===== src/rtl/bl_pkg.sv =====
// bl_pkg: shared types, constants and helpers for the backlight level generator.
//   blState_t   : frame-processing FSM states (ACCUM, DIVIDE, FILTER)
//   Y_W         : brightness width
//   max3        : pixel brightness, the largest of R, G and B
//   target_calc : weighted peak/mean backlight target with a lower clamp
package bl_pkg;

  localparam int Y_W = 8;

  typedef enum logic [1:0] {
    ACCUM  = 2'd0,
    DIVIDE = 2'd1,
    FILTER = 2'd2
  } blState_t;

  function automatic logic [Y_W-1:0] max3(input logic [23:0] pix);
    logic [Y_W-1:0] m;
    m = pix[23:16];
    if (pix[15:8] > m) m = pix[15:8];
    if (pix[7:0] > m) m = pix[7:0];
    return m;
  endfunction

  // (3*max + avg + 2) >> 2; the 10-bit sum cannot overflow (3*255+255+2 = 1022).
  function automatic logic [Y_W-1:0] target_calc(input logic [Y_W-1:0] frameMax,
                                                 input logic [Y_W-1:0] frameAvg,
                                                 input logic [Y_W-1:0] minLevel);
    logic [9:0] acc;
    logic [Y_W-1:0] t;
    acc = {2'b00, frameMax} + {1'b0, frameMax, 1'b0} + {2'b00, frameAvg} + 10'd2;
    t = acc[9:2];
    return (t < minLevel) ? minLevel : t;
  endfunction

endpackage


===== src/rtl/bl_serial_div.sv =====
// bl_serial_div: restoring divider producing an 8-bit quotient, one bit per clock.
//   clk, rstN  : clock, asynchronous active-low reset
//   start      : load dividend/divisor (ignored while busy)
//   dividend   : CNT_W+8 bits; divisor: CNT_W bits
//   busy       : iteration in progress
//   done       : high during the final iteration; quotient is valid from the next cycle
//   quotient   : floor(dividend/divisor), caller guarantees it is < 256
module bl_serial_div
  import bl_pkg::*;
#(
  parameter int CNT_W = 22
) (
  input  logic               clk,
  input  logic               rstN,
  input  logic               start,
  input  logic [CNT_W+7:0]   dividend,
  input  logic [CNT_W-1:0]   divisor,
  output logic               busy,
  output logic               done,
  output logic [Y_W-1:0]     quotient
);

  logic [CNT_W-1:0] rem;
  logic [CNT_W-1:0] divisorR;
  logic [Y_W-1:0]   lowBits;
  logic [2:0]       stepCnt;
  logic [CNT_W:0]   trial;
  logic [CNT_W:0]   diff;

  // Quotient < 256 means dividend>>8 < divisor, so the upper dividend bits
  // seed the remainder directly and only the low 8 bits need iterating.
  always_comb begin
    trial = {rem, lowBits[Y_W-1]};
    diff  = trial - {1'b0, divisorR};
  end

  always_ff @(posedge clk or negedge rstN) begin
    if (!rstN) begin
      rem      <= '0;
      divisorR <= '0;
      lowBits  <= '0;
      quotient <= '0;
      stepCnt  <= '0;
      busy     <= 1'b0;
    end else if (start && !busy) begin
      rem      <= dividend[CNT_W+7:8];
      lowBits  <= dividend[7:0];
      divisorR <= divisor;
      stepCnt  <= '0;
      busy     <= 1'b1;
    end else if (busy) begin
      // diff MSB set means trial < divisor: keep trial, quotient bit 0.
      rem      <= diff[CNT_W] ? trial[CNT_W-1:0] : diff[CNT_W-1:0];
      quotient <= {quotient[Y_W-2:0], ~diff[CNT_W]};
      lowBits  <= {lowBits[Y_W-2:0], 1'b0};
      stepCnt  <= stepCnt + 3'd1;
      if (stepCnt == 3'd7) busy <= 1'b0;
    end
  end

  assign done = busy && (stepCnt == 3'd7);

endmodule


===== src/rtl/backlight_level_gen.sv =====
// backlight_level_gen: per-frame dynamic backlight controller.
// Measures peak and mean brightness of each frame, derives a clamped target
// level, optionally smooths it (define BL_IIR_EN for IIR smoothing, otherwise
// the clamped target is used directly) and drives a glitch-free PWM output.
//   iODCK            : pixel clock
//   iSW1pass0nothing : asynchronous active-low reset
//   iDE, iVSYNC, iQE : video stream (pixel R=[23:16], G=[15:8], B=[7:0])
//   oBL_LEVEL        : current backlight level
//   oLEVEL_VALID     : one-cycle pulse when oBL_LEVEL updates
//   oFRAME_MAX/AVG   : peak/mean brightness of the last completed frame
//   oBL_PWM          : backlight PWM
module backlight_level_gen
  import bl_pkg::*;
#(
  parameter int CNT_W      = 22,
  parameter int MIN_LEVEL  = 16,
  parameter int INIT_LEVEL = 255,
  parameter int IIR_SHIFT  = 2,
  parameter int PWM_DIV    = 64
) (
  input  logic        iODCK,
  input  logic        iSW1pass0nothing,
  input  logic        iDE,
  input  logic        iVSYNC,
  input  logic [23:0] iQE,
  output logic [7:0]  oBL_LEVEL,
  output logic        oLEVEL_VALID,
  output logic [7:0]  oFRAME_MAX,
  output logic [7:0]  oFRAME_AVG,
  output logic        oBL_PWM
);

  localparam int SUM_W = CNT_W + 8;
  localparam int PRE_W = (PWM_DIV > 1) ? $clog2(PWM_DIV) : 1;

  logic             vsync_p0, vsync_p1, frameEdge;
  logic [Y_W-1:0]   pixY, maxAcc, snapMax;
  logic [SUM_W-1:0] sumAcc;
  logic [CNT_W-1:0] cntAcc;
  logic             snapZero, acceptEdge;
  blState_t         state, stateNext;
  logic             divStart, divBusy, divDone;
  logic [Y_W-1:0]   divQuot, avgVal, targetVal, levelNext;
  logic [PRE_W-1:0] preCnt;
  logic [7:0]       phase, duty;
  logic             preWrap;

  // Signed step toward target; nudges by 1 when the shift alone would stall.
  function automatic logic [7:0] iirStep(input logic [7:0] level, input logic [7:0] target);
    logic signed [8:0] diff, stepVal, sum;
    diff    = $signed({1'b0, target}) - $signed({1'b0, level});
    stepVal = diff >>> IIR_SHIFT;
    if (diff != '0 && stepVal == '0) stepVal = diff[8] ? -9'sd1 : 9'sd1;
    sum = $signed({1'b0, level}) + stepVal;
    return sum[7:0];
  endfunction

  // --- stage p0/p1: registered VSYNC and rising-edge detect
  always_ff @(posedge iODCK or negedge iSW1pass0nothing) begin
    if (!iSW1pass0nothing) begin
      vsync_p0 <= 1'b0;
      vsync_p1 <= 1'b0;
    end else begin
      vsync_p0 <= iVSYNC;
      vsync_p1 <= vsync_p0;
    end
  end

  assign frameEdge = vsync_p0 && !vsync_p1;
  assign pixY      = max3(iQE);

  // --- stage: frame accumulators (a pixel on the edge cycle starts the new frame)
  always_ff @(posedge iODCK or negedge iSW1pass0nothing) begin
    if (!iSW1pass0nothing) begin
      maxAcc <= '0;
      sumAcc <= '0;
      cntAcc <= '0;
    end else if (frameEdge) begin
      maxAcc <= iDE ? pixY : '0;
      sumAcc <= iDE ? SUM_W'(pixY) : '0;
      cntAcc <= iDE ? CNT_W'(1) : '0;
    end else if (iDE) begin
      if (pixY > maxAcc) maxAcc <= pixY;
      if (cntAcc != '1) begin
        sumAcc <= sumAcc + SUM_W'(pixY);
        cntAcc <= cntAcc + CNT_W'(1);
      end
    end
  end

  // --- stage: frame FSM; edges outside ACCUM are dropped
  always_ff @(posedge iODCK or negedge iSW1pass0nothing) begin
    if (!iSW1pass0nothing) state <= ACCUM;
    else                   state <= stateNext;
  end

  always_comb begin
    stateNext  = state;
    divStart   = 1'b0;
    acceptEdge = 1'b0;
    case (state)
      ACCUM: begin
        if (frameEdge) begin
          acceptEdge = 1'b1;
          if (cntAcc != '0 && !divBusy) begin
            divStart  = 1'b1;
            stateNext = DIVIDE;
          end else begin
            stateNext = FILTER;
          end
        end
      end
      DIVIDE:  if (divDone) stateNext = FILTER;
      FILTER:  stateNext = ACCUM;
      default: stateNext = ACCUM;
    endcase
  end

  always_ff @(posedge iODCK or negedge iSW1pass0nothing) begin
    if (!iSW1pass0nothing) begin
      snapMax  <= '0;
      snapZero <= 1'b1;
    end else if (acceptEdge) begin
      snapMax  <= maxAcc;
      snapZero <= (cntAcc == '0);
    end
  end

  // The divider captures the live sum/count at the accepted edge.
  bl_serial_div #(.CNT_W(CNT_W)) uDiv (
    .clk      (iODCK),
    .rstN     (iSW1pass0nothing),
    .start    (divStart),
    .dividend (sumAcc),
    .divisor  (cntAcc),
    .busy     (divBusy),
    .done     (divDone),
    .quotient (divQuot)
  );

  // --- stage: FILTER, target and level update
  always_comb begin
    avgVal    = snapZero ? '0 : divQuot;
    targetVal = target_calc(snapMax, avgVal, 8'(MIN_LEVEL));
`ifdef BL_IIR_EN
    levelNext = iirStep(oBL_LEVEL, targetVal);
`else
    levelNext = targetVal;
`endif
  end

  always_ff @(posedge iODCK or negedge iSW1pass0nothing) begin
    if (!iSW1pass0nothing) begin
      oBL_LEVEL    <= 8'(INIT_LEVEL);
      oFRAME_MAX   <= '0;
      oFRAME_AVG   <= '0;
      oLEVEL_VALID <= 1'b0;
    end else begin
      oLEVEL_VALID <= (state == FILTER);
      if (state == FILTER) begin
        oBL_LEVEL  <= levelNext;
        oFRAME_MAX <= snapMax;
        oFRAME_AVG <= avgVal;
      end
    end
  end

  // --- stage: PWM; duty reloads only at the period boundary
  assign preWrap = (preCnt == PRE_W'(PWM_DIV - 1));

  always_ff @(posedge iODCK or negedge iSW1pass0nothing) begin
    if (!iSW1pass0nothing) begin
      preCnt  <= '0;
      phase   <= '0;
      duty    <= 8'(INIT_LEVEL);
      oBL_PWM <= 1'b0;
    end else begin
      oBL_PWM <= (phase < duty);
      if (preWrap) begin
        preCnt <= '0;
        phase  <= phase + 8'd1;
        if (phase == 8'hFF) duty <= oBL_LEVEL;
      end else begin
        preCnt <= preCnt + PRE_W'(1);
      end
    end
  end

endmodule


===== config.mk =====
export PLATFORM = sky130hd
export DESIGN_NAME = backlight_level_gen
export DESIGN_NICKNAME = d
export VERILOG_FILES = /design/src/rtl/bl_pkg.sv /design/src/rtl/bl_serial_div.sv /design/src/rtl/backlight_level_gen.sv
export SDC_FILE = /design/constraint.sdc
export NUM_CORES = 1
export LEC_CHECK = 0
export ABC_AREA = 1
export CELL_PAD_IN_SITES_DETAIL_PLACEMENT = 1
export CELL_PAD_IN_SITES_GLOBAL_PLACEMENT = 1
export CORE_MARGIN = 4
export CORE_UTILIZATION = 49
export CTS_BUF_LIST = sky130_fd_sc_hd__clkbuf_16
export CTS_CLUSTER_SIZE = 12
export DETAILED_ROUTE_END_ITERATION = 6
export PLACE_DENSITY = 0.85
export SYNTH_ARGS = -nofsm -noshare
export SYNTH_HDL_FRONTEND = slang
export SYNTH_SLANG_ARGS = --single-unit

===== constraint.sdc =====
create_clock -name iODCK -period 7.24 [get_ports iODCK]
set_clock_uncertainty 0.1 [all_clocks]
set_input_delay 1.086 -clock iODCK [delete_from_list [all_inputs] [get_ports iODCK]]
set_output_delay 1.086 -clock iODCK [all_outputs]
set_load 0.05 [all_outputs]

After elaboration in Yosys (flattened, before gate mapping)
Cells that the tools add are included.

Flip-flop bits (word level): 185. Input bits: 28. Output and inout bits: 26. Logic and storage cells: 100.

Add/subtract/negate cells: 9. $lt $le $gt $ge: 5. Eq/ne operators: 8. Mux-type cells: 36. Bitwise logic cells: 2. Reductions and logical operators: 18.

Operators with widths (number): 22-bit two-way mux (6); 30-bit two-way mux (3); 8-bit two-way mux (11); 30-bit by 8-bit adder with 30-bit output (1); 8-bit > comparator (3); 23-bit by 22-bit subtractor with 23-bit output (1); 22-bit by 1-bit adder with 22-bit output, second input constant (1); 22-bit logical NOT (1); 22-bit inequality test, second input constant (1); 22-bit nonzero test (1); 10-bit by 2-bit adder with 10-bit output, second input constant (1); 10-bit by 8-bit adder with 10-bit output (1); 8-bit by 9-bit adder with 10-bit output (1); 2-bit AND reduction (5); 1-bit two-way mux (9); 8-bit by 1-bit adder with 8-bit output, second input constant (1); 8-bit equality test, second input constant (1); 8-bit by 5-bit < comparator with 1-bit output, second input constant (1); 8-bit < comparator (1); 2-bit nonzero test (4); 6-bit by 1-bit adder with 6-bit output, second input constant (1); 6-bit equality test, second input constant (1); 2-bit two-way mux (3); 3-bit two-way mux (2); other kinds (11) (17).

Logic depth before layout (Yosys ltp)
Gate-level depths: netlist of run 1.

Word-level depth: 8. Gate-level depth with buffers: 33. Depth with buffers taken out: 32.

Hierarchy
From an unflattened synthesis of run 1, not the netlist that was laid out.

Cell total of the unflattened synthesis: 1776. Area, all modules: 12502.0 um^2.

By module, submodules not included: backlight_level_gen (instances 1, cells an instance 1107, area an instance 8030.2 um^2, seq. area each 3049.2 um^2); bl_serial_div (instances 1, cells an instance 669, area an instance 4471.8 um^2, seq. area each 1601.5 um^2).

Worst setup path before layout of run 1
OpenSTA, ideal clock, no wires.

Path type: input-to-reg. From: in iQE[23]. To: reg sumAcc[10]. Setup time: 0.077 ns. Data arrival time: 4.850 ns. Data required time: 7.063 ns. Path slack: 2.213 ns. Stages on the path: 28. Path buffers: 1. Path through: inv_1 ha_1 nand2_1 nor2_1 nand4_2 nand2_1 nand2_1 and2_1 ha_1 nand2_1 o21ai_0 nand2_1 nand2_1 nand2_1 buf_2 nand3_1 nand2_1 inv_1 ha_1 inv_1 fa_1 o21ai_2 inv_1 o21bai_2 nand2_1 nor2_1 o21ai_1 a21oi_1.

Cells in the longest elaborated chain, start to end: 8.

Ends and longest elaborated chain: start, declared (RTL line backlight_level_gen.sv:25) `input logic [23:0] iQE,`; 8-bit > comparator (RTL line bl_pkg.sv:19) `if (pix[15:8] > m) m = pix[15:8];`; 8-bit two-way mux (*) (RTL line bl_pkg.sv:19); 8-bit > comparator (RTL line bl_pkg.sv:20) `if (pix[7:0] > m) m = pix[7:0];`; 8-bit two-way mux (*) (RTL line bl_pkg.sv:20); 30-bit by 8-bit adder with 30-bit output (*) (RTL line backlight_level_gen.sv:85) `sumAcc <= sumAcc + SUM_W'(pixY);`; 30-bit two-way mux (*) (RTL line backlight_level_gen.sv:84) `if (cntAcc != '1) begin`; 30-bit two-way mux (*) (RTL line backlight_level_gen.sv:82) `end else if (iDE) begin`; 30-bit two-way mux (*) (RTL line backlight_level_gen.sv:78) `end else if (frameEdge) begin`; end signal, assigned (RTL line backlight_level_gen.sv:80) `sumAcc <= iDE ? SUM_W'(pixY) : '0;`; end signal, assigned (RTL line backlight_level_gen.sv:85); end, declared (RTL line backlight_level_gen.sv:38) `logic [SUM_W-1:0] sumAcc;`.

Every way passes the cells marked *; elsewhere a longest branch is shown, timed or not. The select of a mux whose other input is x is not followed. A chain may end at the register's enable or synchronous reset.

Worst setup path after layout of run 1
From: in iQE[17]. To: reg sumAcc[10].

Same word-level chain as after synthesis.

==> results.ini, run 1 <==
[status]
status = finished clean

[critical_path]
critPathCaptureType = register
r2r_setup_slack_ns = 3.95
slowest_delay_ns = 0.49
path_common_cell = nand2_1
startpoint_type = primary input
cp_slowest_cell = clkdlybuf4s50_1
crit_required_ns = 7.51
crit_fanout = 15
arrival_ns = 6.39
worstSetupPathType = primary input to register

[synth]
async_flop_share_pct = 100
synth-seq-cells = 185
synth_area_leaders = dfrtp_1 (33%), nand2_1 (16%), ha_1 (7.5%)
synth_cell_types = 51
synthCells = 1749
ys.flop_type = dfrtp_1
yosysSeqAreaShare_pct = 36.5
yosys.area.top_type = dfrtp_1
synth_edf_count = 0
syn_area_um2 = 12700
synth_warnings = 0
syn-mean-instance-area_um2 = 7.29
synth_top_area_share_pct = 33.0
syn_nets = 1861

[detailed_routing]
vias = 11900
wl_met3_um = 1780
wl_met1_um = 18000
via_per_inst = 5.62
antenna_left = 0
routed-wl-met2_um = 18100
drt_iter0_markers = 746
top_layer = met4
routed_wl_um = 38500
drc = 0
drt_pass1_iterations = 7
wire_per_inst_um = 18.1

[floorplanning]
start_util_pct = 50.2
die_area_um2 = 28700
ioPinCount = 54
core_um2 = 25400
num_rows = 58
die_w_um = 169
dieHeight_um = 169

[sta]
final-hold-violation-count = 0
worst_pin_slew_ns = 0.981
relSlewSlack_pct = 34.6
setup-tns-final_ns = 0
drv_slew = 0
fin_crit_sh_pct = 84.5
setup_viol = 0
rsz0062_at_grt = false
fmax_mhz = 163
fin_crit_ns = 6.12

[hold_path]
hold_path.class = register to register

[cts]
cts_tree = yes
clkTransAtPathRegs_ns = 0.07
numCtsBuffers = 17
cts.htree.levels = 4
cts_sinks = 185
clk_latency_ns = 0.45
post_cts_buffers = 0
clk_path_buf_depth = 2
cts-resized-gates = 0
postCtsHoldBufs = 0
clockRootBuffer = clkbuf_16

[job]
drv_cap = 0

[global_routing]
grt_pass1_wl_um = 64200
gr-total-overflow = 0
grt_usage_pct = 27.4
antenna_found_initial = 0
grt_max_degree = 115
grt_pass1_vias = 12500

[layout]
areaGrowthSynthToFinish_pct = 10.3
nets = 1891
drive_gt1_share_pct = 8.04
utilization_pct = 55.4
diodes = 0
final_cell_count_no_fill = 2122

[place]
gp_congestion = 0.918
port_buffers = 53
dp_hpwl_um = 28700
dp_cells = 2090

[pwr]
peakVddDrop_uv = 200
cellPowerDensity_nw_per_um2 = 430
p_leak_nw = 6.95

-- cells in the mapped netlist, drive strengths merged (4+ instances only) --
library cell  instances
nand2               552
nor4                 11
nand4                48
dfrtp               168
a31oi                 4
nor3                 35
nand3               149
and2                 12
inv                 234
nor2                112
or2                  13
o211ai                5
a21oi                73
ha                   76
o21bai                8
xor2                 12
nand3b               11
clkbuf               21
fa                    8
o31ai                 7
buf                  28
mux2                  5
xnor2                13
o21ai               115
dfstp                17
-- path summary, 6_finish.rpt --
| check | start | end | cells past startpoint |
|---|---|---|---|
| setup / recovery | iQE[17] | sumAcc[10] | 29 |
| hold / removal | vsync_p0 | vsync_p1 | 0 |
| setup reg to reg | vsync_p0 | sumAcc[19] | 13 |
| hold reg to reg | vsync_p0 | vsync_p1 | 0 |
| max in group asynchronous | iSW1pass0nothing | sumAcc[1] | 2 |
| min in group asynchronous | iSW1pass0nothing | uDiv.rem[14] | 1 |
-- logic make-up after synthesis --
| kind of cell | Yosys count | share of synthesized area [%] |
|---|---|---|
| AO/OA/AOI/OAI | 220 | 9.42 |
| XOR/XNOR | 25 | 1.72 |
| adder cells (fa/ha/maj) | 84 | 8.72 |
| buffers and inverters | 283 | 9.02 |
| flip-flops | 185 | 36.5 |
| multiplexers | 5 | 0.559 |
| AND/OR/NAND/NOR | 947 | 34.1 |
-- worst max-delay path: cells and delay by family --
| kind | cells | cell delay (ns) |
|---|---|---|
| buf+inv | 5 | 0.84 |
| fa+ha+maj | 4 | 1.24 |
| simple gates | 13 | 1.89 |
| compound gates | 7 | 1.33 |
-- cell type report --
| cell class | instances | area (µm²) |
|---|---|---|
| timing repair buffer | 60 | 587 |
| fill | 3296 | 11300 |
| clock inverter | 14 | 131 |
| clock buffer | 18 | 450 |
| sequential | 185 | 4650 |
| tap | 330 | 413 |
| inverter | 234 | 878 |
| multi-input combinational | 1281 | 6950 |
-- power breakdown --
| group | total (mW) | switching, mW | internal (mW) |
|---|---|---|---|
| clock | 0.950 | 0.474 | 0.476 |
| sequential | 1.59 | 0.259 | 1.34 |
| combinational | 3.49 | 2.34 | 1.15 |
-- registers in the layout (all words and copies together) (netlist names) --
register,flops
oLEVEL_VALID,1
oBL_PWM,1
uDiv.rem,22
duty,8
vsync_p0,1
uDiv.busy,1
oFRAME_AVG,8
uDiv.quotient,8
uDiv.divisorR,22
state,2
snapZero,1
cntAcc,22
maxAcc,8
snapMax,8
phase,8
uDiv.lowBits,8
oFRAME_MAX,8
uDiv.stepCnt,3
vsync_p1,1
oBL_LEVEL,8
preCnt,6
sumAcc,30
-- through the flow --
step	worst slack, ns	instance area, µm²	total power [mW]	hold slack, ns
floorplan	2.21	12700	4.14	0.254
global placement	0.946	13500	4.87	0.274
detailed placement	0.723	13500	5.03	0.277
CTS	1.16	14100	6.05	0.294
global route	0.603	14100	6.58	0.304
finish	1.12	14100	6.04	0.290
-- per-layer routing --
layer	vias up	GRT usage, %
met3	55	4.68
met2	239	45.2
met4	0	6.20
li1	5743	-
met1	5885	38.0
met5	-	0
-- placed cells by master (no fill, tap or decap), types with 21 or more instances in the layout --
| cell type | synthesis | routed |
|---|---|---|
| inv_1 | 226 | 226 |
| ha_1 | 76 | 76 |
| o21ai_0 | 94 | 94 |
| nand3_1 | 128 | 128 |
| nand2_1 | 533 | 533 |
| clkdlybuf4s50_1 | 0 | 52 |
| a21oi_1 | 72 | 72 |
| nand4_1 | 44 | 44 |
| nor2_1 | 102 | 101 |
| nor3_1 | 32 | 32 |
| dfrtp_1 | 168 | 168 |
| nand3_2 | 21 | 21 |
(Power assumes the default switching activity.)
==> run 2: changes to the inputs <==
--- a/config.mk
+++ b/config.mk
@@ -9,11 +9,11 @@
 export CELL_PAD_IN_SITES_DETAIL_PLACEMENT = 1
 export CELL_PAD_IN_SITES_GLOBAL_PLACEMENT = 1
 export CORE_MARGIN = 4
-export CORE_UTILIZATION = 49
+export CORE_UTILIZATION = 41
 export CTS_BUF_LIST = sky130_fd_sc_hd__clkbuf_16
 export CTS_CLUSTER_SIZE = 12
 export DETAILED_ROUTE_END_ITERATION = 6
-export PLACE_DENSITY = 0.85
+export PLACE_DENSITY = 0.76
 export SYNTH_ARGS = -nofsm -noshare
 export SYNTH_HDL_FRONTEND = slang
 export SYNTH_SLANG_ARGS = --single-unit
==> constraint.sdc (replaced) <==
create_clock -name iODCK -period 5.11 [get_ports iODCK]
set_clock_uncertainty 0.1 [all_clocks]
set_input_delay 0.7665 -clock iODCK [delete_from_list [all_inputs] [get_ports iODCK]]
set_output_delay 0.7665 -clock iODCK [all_outputs]
set_load 0.05 [all_outputs]
==> run 2 against run 1 <==
  * Sequential share of layout area shrank 2.3 points
  * Register-to-register slack worse by 1.8 ns
  * Global-route usage fell by 4.1 points
  * Critical path depth is 1 lower
  * Sequential power increased by 43%
  * Count of clock-buffer cells in the layout is 1 lower
  * Die area rose by 19%
  * Routed wire length grew 2.7%
  * Critical endpoint is now sumAcc[14]
  * Highest routed layer unchanged
==> results.ini, run 2 (synthesis results as in run 1) <==
[status]
status = finished clean  ; unchanged

[floorplanning]
die_w_um = 184  ; was 169 µm
core_um2 = 30700  ; was 25,400 µm²
die_area_um2 = 34000  ; was 28,700 µm²
dieHeight_um = 184  ; was 169 µm
ioPinCount = 54  ; unchanged
num_rows = 64  ; was 58
start_util_pct = 41.6  ; was 50.2%

[detailed_routing]
drc = 0  ; unchanged
via_per_inst = 5.30  ; was 5.62
vias = 12000  ; was 11.9k
routed_wl_um = 39500  ; was 38,500 µm
antenna_left = 0  ; unchanged
wire_per_inst_um = 17.5  ; was 18.1 µm
drt_iter0_markers = 632  ; was 746
drt_pass1_iterations = 5  ; was 7

[layout]
final_cell_count_no_fill = 2263  ; was 2,122
diodes = 0  ; unchanged
fill_cells = 3820  ; was 3,296
nets = 1966  ; was 1,891
areaGrowthSynthToFinish_pct = 18.5  ; was 10.3%
multi_input_area_um2 = 7280  ; was 6950 µm²
regArea_um2 = 4650  ; unchanged
mostFrequentLayoutCell = nand2_1  ; unchanged
drive_gt1_share_pct = 15.1  ; was 8.04%
final_cell_mix = nand2_1 (518), inv_1 (223), dfrtp_1 (168)  ; was nand2_1 (533), inv_1 (226), dfrtp_1 (168)
top_register = sumAcc  ; unchanged
largest_reg_flops = 30  ; unchanged

[pwr]
comb_power_share_pct = 59.0  ; was 57.9%
pwr-share-clk_pct = 16.1  ; was 15.7%
power_switching_mw = 4.49  ; was 3.07 mW
p_int_mw = 4.61  ; was 2.97 mW
swShare_pct = 49.3  ; was 50.9%
power_frac_seq_pct = 24.9  ; was 26.4%
p_leak_nw = 7.38  ; was 6.95 nW
peakVddDrop_uv = 266  ; was 200 µV
cellPowerDensity_nw_per_um2 = 602  ; was 430 nW/µm²

[cts]
cts.htree.levels = 4  ; unchanged
cts_sinks = 185  ; unchanged
clockRootBuffer = clkbuf_16  ; unchanged
cts_tree = yes  ; unchanged
clk_path_buf_depth = 2  ; unchanged
numCtsBuffers = 17  ; unchanged
clkTransAtPathRegs_ns = 0.08  ; was 0.07 ns
clk_latency_ns = 0.46  ; was 0.45 ns

[place]
dp_hpwl_um = 29400  ; was 28,700 µm
port_buffers = 53  ; unchanged
gp_congestion = 0.870  ; was 0.918
dp_cells = 2228  ; was 2,090

[sta]
fmax_mhz = 199
drv_slew = 0  ; unchanged
final-hold-violation-count = 0  ; unchanged
setup_viol = 0  ; unchanged
fin_crit_sh_pct = 98.5
whs_ns = 0.268  ; was 0.290 ns
fin_crit_ns = 5.03
worst_pin_slew_ns = 1.14  ; was 0.981 ns
relSlewSlack_pct = 24.0  ; was 34.6%
rsz0062_at_grt = true  ; was false

[critical_path]
slowest_delay_ns = 0.49  ; about the same
crit_required_ns = 5.31  ; was 7.51 ns
arrival_ns = 5.23  ; was 6.39 ns
worstSetupPathType = primary input to register  ; unchanged
critPathCaptureType = register  ; unchanged
cp_slowest_cell = clkdlybuf4s50_1  ; unchanged
cp.buffers_inverters = 6  ; was 5
startpoint_type = primary input  ; unchanged
critPathTopFamily = simple AND/OR/NAND/NOR gates  ; unchanged
crit_fanout = 8  ; was 15
path_common_cell = nand2_1  ; unchanged

[global_routing]
gr-total-overflow = 0  ; unchanged
antenna_found_initial = 0  ; unchanged
grt_max_degree = 96  ; was 115
grt_pass1_vias = 12500  ; about the same
grt_usage_pct = 23.3  ; was 27.4%
grt_pass1_wl_um = 64000  ; was 64,200 µm

[hold_path]
hold_path.class = primary input to asynchronous set/reset pin  ; was register to register

[job]
drv_cap = 0  ; unchanged

run 2: cell types whose count changed in the layout (fill, tap and decap cells not counted), moves of 7 or more:
cell	before	now
nor2_1	101	94
o21ai_1	16	24
nand2_1	533	518
ha_4	0	12
buf_4	7	79
o21ai_0	94	84
nand2_2	8	22
ha_1	76	63
run 2: path summary, 6_finish.rpt:
kind / startpoint / cells past startpoint / slack [ns] / endpoint
min: iSW1pass0nothing / 1 / 0.27 / uDiv.rem[15]
max reg2reg: cntAcc[0] / 12 / 2.17 / uDiv.rem[2]
max in group asynchronous: iSW1pass0nothing / 2 / 3.66 / maxAcc[7]
min reg2reg: vsync_p0 / 0 / 0.28 / vsync_p1
min in group iODCK: vsync_p0 / 0 / 0.28 / vsync_p1
max: iQE[23] / 28 / 0.08 / sumAcc[14]
run 2: per-stage QoR:
| stage | instance area, µm² | total power, mW | setup TNS, ns | utilization (%) | setup slack, ns |
|---|---|---|---|---|---|
| floorplan | 12700 | 5.87 | 0 | - | 0.403 |
| detailed placement | 14100 | 7.40 | -18.55 | 46.0 | -0.649 |
| global placement | 14100 | 7.21 | -11.58 | 46.0 | -0.452 |
| global route | 15100 | 9.90 | -2.19 | 49.3 | -0.153 |
| CTS | 14800 | 8.95 | 0 | 48.2 | 0.0154 |
| finish | 15100 | 9.09 | 0 | 49.3 | 0.0756 |
run 2: power groups by stage:
stage / Sequential (mW) / Combinational [mW] / Clock (mW)
CTS: 2.26 / 5.20 / 1.50
floorplan: 2.42 / 3.45 / 0
global route: 2.32 / 6.02 / 1.55
finish: 2.27 / 5.36 / 1.47
detailed placement: 2.27 / 5.12 / 0
global placement: 2.26 / 4.95 / 0
run 2: metal layers:
| layer | track usage, % | share of wire [%] |
|---|---|---|
| met1 | 31.2 | 47 |
| met3 | 3.39 | 2.7 |
| met2 | 39.6 | 49 |
| met4 | 6.45 | 2.1 |
| met5 | 0 | 0 |
run 2: what timing repair did:
action,in CTS,in global routing
resized for setup,8,73
cloned,0,1
buffers inserted,0,2
endpoints found under the setup margin,30,35
pin swaps,0,22
hold buffers,0,0
run 2: worst reg2reg max path, delay by kind of cell, from the launching register on:
| family | cells | cell delay [ns] |
|---|---|---|
| buffers and inverters | 3 | 1.01 |
| adders and majority gates | 1 | 0.28 |
| DFF | 1 | 0.51 |
| and+or+nand+nor | 8 | 1.00 |
run 2: area by class of cell:
type,count,area share [%]
Timing Repair Buffer,134,7.70
Clock inverter,15,1.47
Inverter,234,5.81
Sequential cell,185,30.8
Multi-Input combinational cell,1282,48.1
Clock buffer,17,2.82
Tap cell,396,3.28
